File: src/rtl/riscv_alu_pkg.sv
// Shared constants and types for the RV64 ALU issue slice: ALU control codes,
// opcode/funct fields and the decoder result record.
package riscv_alu_pkg;

  localparam int XLEN_DEF = 64;
  localparam int ILEN_DEF = 32;

  // ALU control codes understood by the external combinational ALU
  typedef enum logic [3:0] {
    ALU_AND  = 4'd0,
    ALU_OR   = 4'd1,
    ALU_ADD  = 4'd2,
    ALU_SUB  = 4'd6,
    ALU_SLTU = 4'd7,   // unsigned compare: result 1 when a < b
    ALU_NOR  = 4'd12   // supported by the ALU but never issued
  } alu_ctl_e;

  // Major opcodes (instr[6:0])
  localparam logic [6:0] OP_R      = 7'b0110011;
  localparam logic [6:0] OP_I      = 7'b0010011;
  localparam logic [6:0] OP_LOAD   = 7'b0000011;
  localparam logic [6:0] OP_STORE  = 7'b0100011;
  localparam logic [6:0] OP_BRANCH = 7'b1100011;

  // funct3 (instr[14:12])
  localparam logic [2:0] F3_ADD  = 3'b000;
  localparam logic [2:0] F3_SLT  = 3'b010;
  localparam logic [2:0] F3_SLTU = 3'b011;
  localparam logic [2:0] F3_OR   = 3'b110;
  localparam logic [2:0] F3_AND  = 3'b111;
  localparam logic [2:0] F3_BEQ  = 3'b000;
  localparam logic [2:0] F3_BNE  = 3'b001;

  // funct7 (instr[31:25])
  localparam logic [6:0] F7_ZERO = 7'b0000000;
  localparam logic [6:0] F7_SUB  = 7'b0100000;

  // Decoder output record
  typedef struct packed {
    alu_ctl_e ctl;
    logic     use_imm;   // B operand = immediate instead of rs2
    logic     illegal;   // op outside the supported set
  } dec_t;

endpackage

File: src/rtl/riscv_alu_issue_if.sv
// Bundle of upstream, ALU-side and downstream signals of the issue block.
// master = the issue block; slave = its environment (producer, ALU, consumer).
interface riscv_alu_issue_if #(
  parameter int XLEN = 64,
  parameter int ILEN = 32
);
  logic            in_valid;
  logic            in_ready;
  logic [ILEN-1:0] in_instr;
  logic [XLEN-1:0] in_rs1;
  logic [XLEN-1:0] in_rs2;
  logic [XLEN-1:0] in_imm;
  logic [3:0]      alu_ctl;
  logic [XLEN-1:0] alu_a;
  logic [XLEN-1:0] alu_b;
  logic [XLEN-1:0] alu_out;
  logic            alu_zero;
  logic            out_valid;
  logic            out_ready;
  logic [XLEN-1:0] out_result;
  logic            out_zero;
  logic            out_illegal;

  modport master (
    input  in_valid, in_instr, in_rs1, in_rs2, in_imm,
    input  alu_out, alu_zero, out_ready,
    output in_ready, alu_ctl, alu_a, alu_b,
    output out_valid, out_result, out_zero, out_illegal
  );

  modport slave (
    output in_valid, in_instr, in_rs1, in_rs2, in_imm,
    output alu_out, alu_zero, out_ready,
    input  in_ready, alu_ctl, alu_a, alu_b,
    input  out_valid, out_result, out_zero, out_illegal
  );
endinterface

File: src/rtl/riscv_alu_dec.sv
// Combinational RV64 decode: instruction word -> ALU control, B-select, illegal.
module riscv_alu_dec
  import riscv_alu_pkg::*;
(
  input  logic [31:0] instr,
  output dec_t        dec
);

  logic [6:0] op;
  logic [2:0] f3;
  logic [6:0] f7;
  logic       unused_fields;

  assign op = instr[6:0];
  assign f3 = instr[14:12];
  assign f7 = instr[31:25];
  // Register specifiers are resolved upstream; only the operation fields matter here.
  assign unused_fields = ^{instr[24:15], instr[11:7]};

  // Opcode/funct decode; everything not explicitly matched stays illegal
  always_comb begin
    dec = '{ctl: ALU_AND, use_imm: 1'b0, illegal: 1'b1};
    case (op)
      OP_R: begin
        case (f3)
          F3_ADD: begin
            if (f7 == F7_ZERO)     dec = '{ctl: ALU_ADD, use_imm: 1'b0, illegal: 1'b0};
            else if (f7 == F7_SUB) dec = '{ctl: ALU_SUB, use_imm: 1'b0, illegal: 1'b0};
          end
          // Non-zero funct7 on these encodings belongs to other extensions
          F3_AND:  if (f7 == F7_ZERO) dec = '{ctl: ALU_AND,  use_imm: 1'b0, illegal: 1'b0};
          F3_OR:   if (f7 == F7_ZERO) dec = '{ctl: ALU_OR,   use_imm: 1'b0, illegal: 1'b0};
          F3_SLTU: if (f7 == F7_ZERO) dec = '{ctl: ALU_SLTU, use_imm: 1'b0, illegal: 1'b0};
          default: ;  // SLT is signed; the ALU only compares unsigned
        endcase
      end
      OP_I: begin
        case (f3)
          F3_ADD:  dec = '{ctl: ALU_ADD,  use_imm: 1'b1, illegal: 1'b0};
          F3_AND:  dec = '{ctl: ALU_AND,  use_imm: 1'b1, illegal: 1'b0};
          F3_OR:   dec = '{ctl: ALU_OR,   use_imm: 1'b1, illegal: 1'b0};
          F3_SLTU: dec = '{ctl: ALU_SLTU, use_imm: 1'b1, illegal: 1'b0};
          default: ;
        endcase
      end
      // Loads/stores only need address generation rs1 + imm
      OP_LOAD, OP_STORE: dec = '{ctl: ALU_ADD, use_imm: 1'b1, illegal: 1'b0};
      OP_BRANCH: begin
        // Zero of rs1 - rs2 gives BEQ taken / BNE not taken
        if (f3 == F3_BEQ || f3 == F3_BNE)
          dec = '{ctl: ALU_SUB, use_imm: 1'b0, illegal: 1'b0};
      end
      default: ;
    endcase
  end

endmodule

File: src/rtl/riscv_alu_issue.sv
// Issue side of the RV64 ALU: decode register (D) drives the external ALU,
// result register (E) captures ALUOut/Zero. valid/ready on both sides,
// 1 op/cycle, 2-edge latency.
module riscv_alu_issue
  import riscv_alu_pkg::*;
#(
  parameter int XLEN = XLEN_DEF,
  parameter int ILEN = ILEN_DEF
) (
  input  logic            clk,
  input  logic            rst_n,
  riscv_alu_issue_if.master bus
);

  localparam int STAGES = 2;

  // vld_pipe[1] = D holds an op, vld_pipe[2] = E holds a result
  logic [STAGES:1] vld_pipe;
  logic            e_adv;
  logic            d_adv;
  logic            acc;

  dec_t            dec;
  logic [3:0]      d_ctl;
  logic [XLEN-1:0] d_a;
  logic [XLEN-1:0] d_b;
  logic            d_ill;

  logic [XLEN-1:0] e_result;
  logic            e_zero;
  logic            e_ill;

  riscv_alu_dec u_dec (
    .instr (bus.in_instr[31:0]),
    .dec   (dec)
  );

  // A stage may move when its successor is empty or moving too
  assign e_adv = !vld_pipe[2] || bus.out_ready;
  assign d_adv = !vld_pipe[1] || e_adv;
  assign acc   = bus.in_valid && d_adv;

  // D and E registers; operand/control fields only load alongside a valid op,
  // so the ALU inputs hold their last values while D is empty or stalled
  always_ff @(posedge clk or negedge rst_n) begin
    if (!rst_n) begin
      vld_pipe <= '0;
      d_ctl    <= '0;
      d_a      <= '0;
      d_b      <= '0;
      d_ill    <= 1'b0;
      e_result <= '0;
      e_zero   <= 1'b0;
      e_ill    <= 1'b0;
    end else begin
      if (e_adv) begin
        vld_pipe[2] <= vld_pipe[1];
        if (vld_pipe[1]) begin
          // Illegal ops report a zero result regardless of the ALU output
          e_result <= d_ill ? '0 : bus.alu_out;
          e_zero   <= bus.alu_zero;
          e_ill    <= d_ill;
        end
      end
      if (d_adv) begin
        vld_pipe[1] <= acc;
        if (acc) begin
          d_ill <= dec.illegal;
          d_ctl <= dec.illegal ? 4'(ALU_AND) : 4'(dec.ctl);
          d_a   <= dec.illegal ? '0 : bus.in_rs1[XLEN-1:0];
          d_b   <= dec.illegal ? '0 : (dec.use_imm ? bus.in_imm : bus.in_rs2);
        end
      end
    end
  end

  assign bus.in_ready    = d_adv;
  assign bus.alu_ctl     = d_ctl;
  assign bus.alu_a       = d_a;
  assign bus.alu_b       = d_b;
  assign bus.out_valid   = vld_pipe[2];
  assign bus.out_result  = e_result;
  assign bus.out_zero    = e_zero;
  assign bus.out_illegal = e_ill;

endmodule

File: src/flat_wrapper.sv
// flat-port wrapper written by rule: the top's interface ports become plain ports
module riscv_alu_issue_flat import riscv_alu_pkg::*;
#(
  parameter int XLEN = XLEN_DEF,
  parameter int ILEN = ILEN_DEF
)
  (clk, rst_n, bus_in_valid, bus_in_instr, bus_in_rs1, bus_in_rs2, bus_in_imm, bus_alu_out, bus_alu_zero, bus_out_ready, bus_in_ready, bus_alu_ctl, bus_alu_a, bus_alu_b, bus_out_valid, bus_out_result, bus_out_zero, bus_out_illegal);
  riscv_alu_issue_if #(.XLEN(XLEN), .ILEN(ILEN)) bus_i ();
  input  logic clk;
  input  logic rst_n;
  input wire logic [$bits(bus_i.in_valid)-1:0] bus_in_valid;
  input wire logic [$bits(bus_i.in_instr)-1:0] bus_in_instr;
  input wire logic [$bits(bus_i.in_rs1)-1:0] bus_in_rs1;
  input wire logic [$bits(bus_i.in_rs2)-1:0] bus_in_rs2;
  input wire logic [$bits(bus_i.in_imm)-1:0] bus_in_imm;
  input wire logic [$bits(bus_i.alu_out)-1:0] bus_alu_out;
  input wire logic [$bits(bus_i.alu_zero)-1:0] bus_alu_zero;
  input wire logic [$bits(bus_i.out_ready)-1:0] bus_out_ready;
  output wire logic [$bits(bus_i.in_ready)-1:0] bus_in_ready;
  output wire logic [$bits(bus_i.alu_ctl)-1:0] bus_alu_ctl;
  output wire logic [$bits(bus_i.alu_a)-1:0] bus_alu_a;
  output wire logic [$bits(bus_i.alu_b)-1:0] bus_alu_b;
  output wire logic [$bits(bus_i.out_valid)-1:0] bus_out_valid;
  output wire logic [$bits(bus_i.out_result)-1:0] bus_out_result;
  output wire logic [$bits(bus_i.out_zero)-1:0] bus_out_zero;
  output wire logic [$bits(bus_i.out_illegal)-1:0] bus_out_illegal;
  assign bus_i.in_valid = bus_in_valid;
  assign bus_i.in_instr = bus_in_instr;
  assign bus_i.in_rs1 = bus_in_rs1;
  assign bus_i.in_rs2 = bus_in_rs2;
  assign bus_i.in_imm = bus_in_imm;
  assign bus_i.alu_out = bus_alu_out;
  assign bus_i.alu_zero = bus_alu_zero;
  assign bus_i.out_ready = bus_out_ready;
  assign bus_in_ready = bus_i.in_ready;
  assign bus_alu_ctl = bus_i.alu_ctl;
  assign bus_alu_a = bus_i.alu_a;
  assign bus_alu_b = bus_i.alu_b;
  assign bus_out_valid = bus_i.out_valid;
  assign bus_out_result = bus_i.out_result;
  assign bus_out_zero = bus_i.out_zero;
  assign bus_out_illegal = bus_i.out_illegal;
  riscv_alu_issue #(.XLEN(XLEN), .ILEN(ILEN)) u_core (.clk(clk), .rst_n(rst_n), .bus(bus_i));
endmodule
File: config.mk
export PLATFORM = sky130hd
export DESIGN_NAME = riscv_alu_issue_flat
export DESIGN_NICKNAME = d
export VERILOG_FILES = /design/src/rtl/riscv_alu_pkg.sv /design/src/rtl/riscv_alu_issue_if.sv /design/src/rtl/riscv_alu_dec.sv /design/src/rtl/riscv_alu_issue.sv /design/src/flat_wrapper.sv
export SDC_FILE = /design/constraint.sdc
export NUM_CORES = 1
export LEC_CHECK = 0
export CORE_AREA = 4 4 189 191
export CTS_CLUSTER_DIAMETER = 150
export CTS_CLUSTER_SIZE = 20
export DETAILED_ROUTE_END_ITERATION = 12
export DIE_AREA = 0 0 193 195
export GPL_ROUTABILITY_DRIVEN = 0
export HOLD_SLACK_MARGIN = 0.12
export PLACE_DENSITY = 0.66
export SYNTH_ARGS = -nofsm -noshare
export SYNTH_HDL_FRONTEND = slang
export SYNTH_SLANG_ARGS = --single-unit
File: constraint.sdc
create_clock -name clk -period 4.92 [get_ports clk]
set_clock_uncertainty 0.2 [all_clocks]
set_input_delay 0.492 -clock clk [delete_from_list [all_inputs] [get_ports clk]]
set_output_delay 0.492 -clock clk [all_outputs]
set_load 0.05 [all_outputs]
==> insert_results.sql, run 1 <==
INSERT INTO impl_metrics (metric_group, metric, value, unit) VALUES
('clock_tree', 'cts_setup_buffers', '0', ''),
('synthesis', 'synthSimpleGateAreaFrac', '10.6', '%'),
('detailed_routing', 'drtPass1Iterations', '4', ''),
('pwr', 'share_clk_of_total_power', '37.8', '%'),
('layout', 'syn2layout_area_growth', '70.2', '%'),
('place', 'port_buffers', '476', ''),
('critical_path', 'critical_path.startpoint_type', 'input port', ''),
('timing', 'grt_setup_unrepaired', 'false', ''),
('worst_hold_path', 'timing.hold.worst.class', 'register to register', ''),
('critical_path', 'cp_slowest_cell', 'sky130_fd_sc_hd__o221a_2', ''),
('die', 'floorplan.die.width', '193', 'um'),
('die', 'rows', '68', ''),
('detailed_routing', 'drc_errors', '0', ''),
('synthesis', 'synthesized_instance_count', '755', ''),
('critical_path', 'critical_path.reg2reg.startpoint', 'u_core.vld_pipe[1]', ''),
('global_route', 'largest_net_degree_at_the_start_of_global_routing', '111', ''),
('pwr', 'worst_ir_drop_vdd', '218', 'uV'),
('synthesis', 'synthMuxAreaShare', '8.00', '%'),
('critical_path', 'worstSetupPathType', 'input port to register', ''),
('place', 'dp_cells', '1637', ''),
('layout', 'finalNonFillerCells', '1670', ''),
('timing', 'post-route-worst-setup-slack', '1.87', 'ns'),
('critical_path', 'number_of_logic_stages_on_the_critical_path_including_buffering', '7', ''),
('global_route', 'first_global_vias', '7310', ''),
('timing', 'final.setup.tns', '0', 'ns'),
('place', 'dp_hpwl', '21300', 'um'),
('synthesis', 'synth_sequential_area_ratio', '61.4', '%'),
('place', 'dp_slack', '1.40', 'ns'),
('clock_tree', 'cts-resized-gates', '0', ''),
('layout', 'fill_count', '3274', ''),
('synthesis', 'dominant_combinational_cell_family_by_area_after_synthesis', 'compound AO/OA/AOI/OAI gates', ''),
('synthesis', 'synth_nets', '1048', ''),
('synthesis', 'post_synth.cell_area_avg', '10.8', 'um^2'),
('detailed_routing', 'routed_via_density', '4.34', ''),
('clock_tree', 'clkSinkCount', '200', ''),
('timing', 'worst_slew_margin', '24.4', '%'),
('clock_tree', 'clock_path_buffers', '2', ''),
('synthesis', 'yosysWarningCount', '0', ''),
('global_route', 'number_of_antenna_violations_at_the_first_check_in_global_routing', '0', ''),
('critical_path', 'cp.arrival', '3.22', 'ns'),
('run_status', 'run_status', 'complete, no violations', ''),
('timing', 'timing.final.crit_period', '3.05', 'ns'),
('pwr', 'power.switching', '982', 'uW'),
('pwr', 'power_density', '260', 'mW/mm^2'),
('timing', 'setup_violation_total_in_the_final_timing_report', '0', ''),
('timing', 'hold_violations', '0', ''),
('worst_hold_path', 'min_to', 'u_core.bus.out_result[17]', ''),
('worst_hold_path', 'hold_path.startpoint', 'u_core.bus.out_result[17]', ''),
('synthesis', 'post-synth-top-area-cell', 'sky130_fd_sc_hd__dfrtp_1', ''),
('detailed_routing', 'routed_wirelength', '28300', 'um'),
('global_route', 'grt_first_pass_wirelength', '42100', 'um'),
('pwr', 'cell_internal_pwr', '2.63', 'mW'),
('worst_hold_path', 'min_delay_path_depth', '2', ''),
('timing', 'hold_ws', '0.280', 'ns'),
('critical_path', 'crit_buf_inv', '2', ''),
('detailed_routing', 'antenna_violating_nets_post_route', '0', ''),
('timing', 'finalMaxSlewViolations', '0', ''),
('clock_tree', 'clock_insertion_delay_worst_skew', '0.42', 'ns'),
('clock_tree', 'cts-root-buf', 'sky130_fd_sc_hd__clkbuf_16', ''),
('layout', 'fin_nets', '1495', ''),
('timing', 'max_slew.worst_pin.slew', '1.13', 'ns'),
('pwr', 'power_switching_share', '27.2', '%'),
('global_route', 'global_route.overflow_total', '0', ''),
('pwr', 'power', '3.61', 'mW'),
('clock_tree', 'worst_setup_hold_path_clk_slew', '0.07', 'ns'),
('clock_tree', 'tritoncts_clock_tree', 'done', ''),
('global_route', 'groute.usage.overall', '14.3', '%'),
('layout', 'final_layout_size_suffix_gt1_share', '3.79', '%'),
('job', 'maxCapViolCount', '0', ''),
('pwr', 'total_leakage_power', '6.11', 'nW'),
('synthesis', 'area_of_the_mapped_netlist', '0.00815', 'mm^2');
==> power by group through the flow <==
| stage | logic [mW] | registers (mW) | clock network, mW |
|---|---|---|---|
| 6_report | 0.559 | 1.69 | 1.36 |
| 5_1_grt | 0.599 | 1.69 | 1.50 |
| 4_1_cts | 0.568 | 1.69 | 1.42 |
| 3_5_place_dp | 0.566 | 1.72 | 0 |
| 3_3_place_gp | 0.562 | 1.72 | 0 |
| 2_1_floorplan | 0.111 | 1.82 | 0 |
==> area by class of cell <==
type / instances / area, um^2 / share of cell area, %
well taps: 455 / 569 / 4.10
multi-input cells: 498 / 2900 / 20.9
flip-flops and latches: 200 / 5000 / 36.1
inverters: 1 / 3.75 / 0.0271
clock buffers: 19 / 443 / 3.19
clock inverters: 13 / 111 / 0.803
repair buffers: 484 / 4840 / 34.9
==> placed cells by master (no fill, tap or decap), types with 3 or more instances in the layout <==
master	synthesis	layout
sky130_fd_sc_hd__buf_4	5	6
sky130_fd_sc_hd__clkdlybuf4s50_1	0	475
sky130_fd_sc_hd__o21ai_0	71	71
sky130_fd_sc_hd__clkbuf_16	0	17
sky130_fd_sc_hd__nor2_1	7	7
sky130_fd_sc_hd__mux2i_1	64	64
sky130_fd_sc_hd__a21oi_1	7	7
sky130_fd_sc_hd__a22o_1	67	67
sky130_fd_sc_hd__inv_6	0	3
sky130_fd_sc_hd__nand2_1	198	196
sky130_fd_sc_hd__dfrtp_1	200	200
sky130_fd_sc_hd__nand2b_1	4	4
sky130_fd_sc_hd__inv_8	0	3
sky130_fd_sc_hd__o21ai_1	60	60
sky130_fd_sc_hd__clkinv_4	0	3
==> synth_stat cells <==
cell / instances
sky130_fd_sc_hd__inv_1: 1
sky130_fd_sc_hd__nand2b_1: 4
sky130_fd_sc_hd__buf_4: 5
sky130_fd_sc_hd__a211o_1: 1
sky130_fd_sc_hd__conb_1: 1
sky130_fd_sc_hd__or3_1: 2
sky130_fd_sc_hd__buf_6: 6
sky130_fd_sc_hd__xor2_1: 1
sky130_fd_sc_hd__dfrtp_1: 200
sky130_fd_sc_hd__nor4bb_1: 1
sky130_fd_sc_hd__mux2i_1: 64
sky130_fd_sc_hd__a21oi_1: 7
sky130_fd_sc_hd__nor2_1: 7
sky130_fd_sc_hd__o221a_2: 1
sky130_fd_sc_hd__o21ai_1: 60
sky130_fd_sc_hd__a21o_1: 1
sky130_fd_sc_hd__nand3_1: 2
sky130_fd_sc_hd__or3b_1: 1
sky130_fd_sc_hd__nor3_1: 2
sky130_fd_sc_hd__o21ai_0: 71
sky130_fd_sc_hd__o22ai_1: 1
sky130_fd_sc_hd__o21a_1: 1
sky130_fd_sc_hd__mux2_2: 1
sky130_fd_sc_hd__o221ai_2: 1
sky130_fd_sc_hd__nand3b_1: 1
sky130_fd_sc_hd__nor2b_1: 1
sky130_fd_sc_hd__buf_1: 1
sky130_fd_sc_hd__nor4_1: 1
sky130_fd_sc_hd__clkbuf_1: 40
sky130_fd_sc_hd__nand2_1: 198
sky130_fd_sc_hd__buf_2: 4
sky130_fd_sc_hd__a22o_1: 67
==> metal layers <==
| layer | GRT usage [%] | vias to the layer above | wire [um] |
|---|---|---|---|
| met1 | 16.7 | 3421 | 11100 |
| met4 | 4.14 | 0 | 568 |
| met2 | 24.2 | 312 | 13600 |
| met5 | 0 | - | 0 |
| li1 | - | 3485 | - |
| met3 | 5.56 | 27 | 2980 |
==> cell families (layout without fill, tap and decap cells) <==
kind of cell	Yosys count	in the layout
AND/OR/NAND/NOR	220	220
AO/OA/AOI/OAI	211	211
flip-flops	200	200
multiplexers	65	65
buffers and inverters	57	517
other	1	1
XOR/XNOR	1	1
==> tightest hold or removal path, stage by stage, from the launching register on <==
cell and delay, ns:
sky130_fd_sc_hd__dfrtp_1 0.34, sky130_fd_sc_hd__nand2_1 0.04, sky130_fd_sc_hd__o21ai_0 0.06
==> worst max-delay path by stage <==
stage                             from                    to
finish                   bus_out_ready  u_core.bus.alu_a[51]
global route             bus_out_ready  u_core.bus.alu_a[52]
CTS                      bus_out_ready   u_core.bus.alu_a[4]
detailed placement       bus_out_ready   u_core.bus.alu_a[4]
global placement         bus_out_ready  u_core.bus.alu_a[26]
floorplan           u_core.vld_pipe[2]  u_core.bus.alu_a[44]
==> sequential cells by signal, summed over array words and instances (netlist names) <==
signal / count
u_core.bus.alu_a: 64
u_core.bus.alu_b: 64
u_core.bus.out_result: 64
u_core.bus.alu_ctl: 3
u_core.vld_pipe: 2
u_core.bus.out_illegal: 1
u_core.bus.out_zero: 1
u_core.d_ill: 1
==> through the flow <==
stage	util, %	area [um^2]
floorplan	-	8150
global placement	39.0	13300
detailed placement	39.0	13300
CTS	40.7	13900
global route	40.7	13900
finish	40.7	13900
No activity file was read; power rests on OpenSTA's default activity.
==> run 2: changes to the inputs <==
CORE_AREA = 4 4 191 193   (was 4 4 189 191)
DIE_AREA = 0 0 195 197   (was 0 0 193 195)
PLACE_DENSITY = 0.65   (was 0.66)
clock period = 2.9 ns   (was 4.92 ns; I/O delays follow)
==> run 2 against run 1 <==
Net effect: worst hold slack got worse by 0.099 ns; register-to-register slack got worse by 1.1 ns; sequential cell count unchanged; critical endpoint is now bus_in_ready; critical path type is now register to primary output; clock-buffer cell count unchanged; highest routed layer is now met5; worst setup slack got worse by 1.4 ns; final area increased by 1.6%; utilization increased by 0.15 points.
==> insert_results.sql, run 2 (synthesized netlist as in run 1, its figures left out) <==
INSERT INTO impl_metrics (metric_group, metric, value, unit) VALUES
('global_route', 'groute.usage.overall', '14.6', '%'),
('critical_path', 'cp_max_fo', '3', ''),
('global_route', 'grt_first_pass_wirelength', '44300', 'um'),
('clock_tree', 'cts.htree.levels', '4', ''),
('critical_path', 'critical_path.startpoint_type', 'register', ''),
('die', 'fp.dieH', '197', 'um'),
('die', 'initial_cell_density_of_the_core', '23.6', '%'),
('layout', 'mostFrequentLayoutCell', 'sky130_fd_sc_hd__clkdlybuf4s50_1', ''),
('clock_tree', 'tritoncts_clock_tree', 'done', ''),
('place', 'port_buffers', '476', ''),
('timing', 'hold_violations', '0', ''),
('timing', 'worst_slew_margin', '48.4', '%'),
('layout', 'syn2layout_area_growth', '73.0', '%'),
('die', 'die-area', '0.0384', 'mm^2'),
('critical_path', 'cp_slowest_cell', 'sky130_fd_sc_hd__clkdlybuf4s50_1', ''),
('clock_tree', 'cts-resized-gates', '0', ''),
('detailed_routing', 'drc_errors', '0', ''),
('timing', 'final.setup.tns', '0', 'ns'),
('die', 'floorplan.die.width', '195', 'um'),
('layout', 'fill_count', '3344', ''),
('detailed_routing', 'post_detailed_route_wirelength_per_cell', '17.2', 'um'),
('timing', 'max_slew.worst_pin.slew', '0.773', 'ns'),
('detailed_routing', 'dr_total_vias', '7387', ''),
('clock_tree', 'clkSinkCount', '200', ''),
('critical_path', 'cp_slowest_stage_delay', '0.87', 'ns'),
('clock_tree', 'worst_setup_hold_path_clk_slew', '0.07', 'ns'),
('critical_path', 'critical_path.top_delay_family', 'buffers and inverters', ''),
('detailed_routing', 'antenna_violating_nets_post_route', '0', ''),
('critical_path', 'crit_buf_inv', '1', ''),
('detailed_routing', 'routed_via_density', '4.39', ''),
('layout', 'insertedDiodeCount', '0', ''),
('critical_path', 'end_kind', 'primary output', ''),
('die', 'floorplan.io_pins', '493', ''),
('global_route', 'global_route.overflow_total', '0', ''),
('pwr', 'total_leakage_power', '6.23', 'nW'),
('timing', 'setup_violation_total_in_the_final_timing_report', '0', ''),
('place', 'dpl-instance-area', '0.0135', 'mm^2'),
('layout', 'fin_nets', '1508', ''),
('die', 'coreArea', '0.0345', 'mm^2'),
('job', 'maxCapViolCount', '0', ''),
('critical_path', 'critPathRequiredTime', '2.41', 'ns'),
('layout', 'final_layout_size_suffix_gt1_share', '4.89', '%'),
('global_route', 'largest_net_degree_at_the_start_of_global_routing', '88', ''),
('place', 'dp_hpwl', '22000', 'um'),
('clock_tree', 'cts-root-buf', 'sky130_fd_sc_hd__clkbuf_16', ''),
('timing', 'post_route_fraction_of_the_period_consumed_by_the_critical_path', '83.2', '%'),
('clock_tree', 'clock_path_buffers', '2', ''),
('detailed_routing', 'drtPass1Iterations', '4', ''),
('detailed_routing', 'routed_wirelength', '29000', 'um'),
('run_status', 'run_status', 'complete, no violations', ''),
('critical_path', 'worstSetupPathType', 'register to primary output', ''),
('global_route', 'first_global_vias', '7713', ''),
('critical_path', 'r2r_setup_slack', '0.91', 'ns'),
('critical_path', 'cp.arrival', '1.92', 'ns'),
('die', 'rows', '68', ''),
('pwr', 'worst_ir_drop_vdd', '393', 'uV'),
('timing', 'timing.final.crit_period', '2.41', 'ns'),
('layout', 'final_cell_mix', 'sky130_fd_sc_hd__clkdlybuf4s50_1, sky130_fd_sc_hd__dfrtp_1, sky130_fd_sc_hd__nand2_1', ''),
('critical_path', 'critical_path.reg2reg.startpoint', 'u_core.vld_pipe[1]', ''),
('critical_path', 'reg2regPathDepth', '6', ''),
('timing', 'finalMaxSlewViolations', '0', ''),
('critical_path', 'worstPathCellList', 'nand3b_1 > clkdlybuf4s50_1', ''),
('pwr', 'power_density', '446', 'mW/mm^2'),
('global_route', 'number_of_antenna_violations_at_the_first_check_in_global_routing', '1', ''),
('layout', 'final_area', '0.0141', 'mm^2'),
('clock_tree', 'clock_insertion_delay_worst_skew', '0.43', 'ns'),
('detailed_routing', 'first_iter_violations', '260', ''),
('pwr', 'power', '6.29', 'mW'),
('worst_hold_path', 'timing.hold.worst.class', 'input port to asynchronous set/reset pin', ''),
('clock_tree', 'cts-buffers-inserted', '17', ''),
('timing', 'grt_setup_unrepaired', 'false', ''),
('critical_path', 'reg2reg_to', 'u_core.bus.alu_a[57]', ''),
('timing', 'maxClockFrequency', '414', 'MHz');
run 2: how the worst max path moves through the flow:
stage / start / end / slack [ns] / depth (start not counted)
floorplan: u_core.vld_pipe[2] / u_core.bus.alu_a[44] / 0.33 / 7
global placement: bus_in_instr[14] / u_core.bus.alu_b[6] / 0.30 / 7
detailed placement: bus_in_instr[14] / u_core.bus.alu_b[17] / 0.26 / 7
CTS: u_core.vld_pipe[1] / bus_in_ready / 0.44 / 2
global route: u_core.vld_pipe[1] / bus_in_ready / 0.38 / 2
finish: u_core.vld_pipe[1] / bus_in_ready / 0.49 / 2
run 2: worst register-to-register path, stage by stage (launching register included):
cell and delay [ns]:
sky130_fd_sc_hd__dfrtp_1 0.42, sky130_fd_sc_hd__nand3b_1 0.20, sky130_fd_sc_hd__nand2_4 0.12, sky130_fd_sc_hd__nor2_1 0.24
sky130_fd_sc_hd__o221a_2 0.27, sky130_fd_sc_hd__buf_12 0.27, sky130_fd_sc_hd__a22o_1 0.22
run 2: what timing repair did:
item,4_1_cts,5_1_grt
setup buffers,0,0
endpoints found under the hold margin,195,0
hold buffers,1,0
run 2: layout make-up:
class,count,area (um^2),area share [%]
clock inverters,13,143,1.01
multi-input cells,498,2900,20.6
flip-flops and latches,200,5000,35.5
inverters,1,3.75,0.0266
well taps,455,569,4.04
repair buffers,497,5030,35.7
clock buffers,19,453,3.21
run 2: where the power goes:
group	internal [mW]	switching, mW	total (mW)
Sequential	2.84	0.0273	2.86
Clock	1.33	1.13	2.46
Combinational	0.491	0.486	0.977
run 2: metrics by stage:
step	hold WS [ns]	cells	util [%]	setup slack, ns
floorplan	-0.206	755	-	0.333
global placement	0.0901	1650	39.1	0.300
detailed placement	0.0829	1650	39.1	0.259
CTS	0.151	1683	40.8	0.437
global route	0.188	1683	40.8	0.380
finish	0.182	1683	40.8	0.487
run 2: layer usage:
layer	vias up	GRT usage [%]	wire, um
met4	2	5.30	737
met5	-	0	11
met2	336	23.9	13900
li1	3521	-	-
met3	39	6.00	2790
met1	3489	17.2	11600
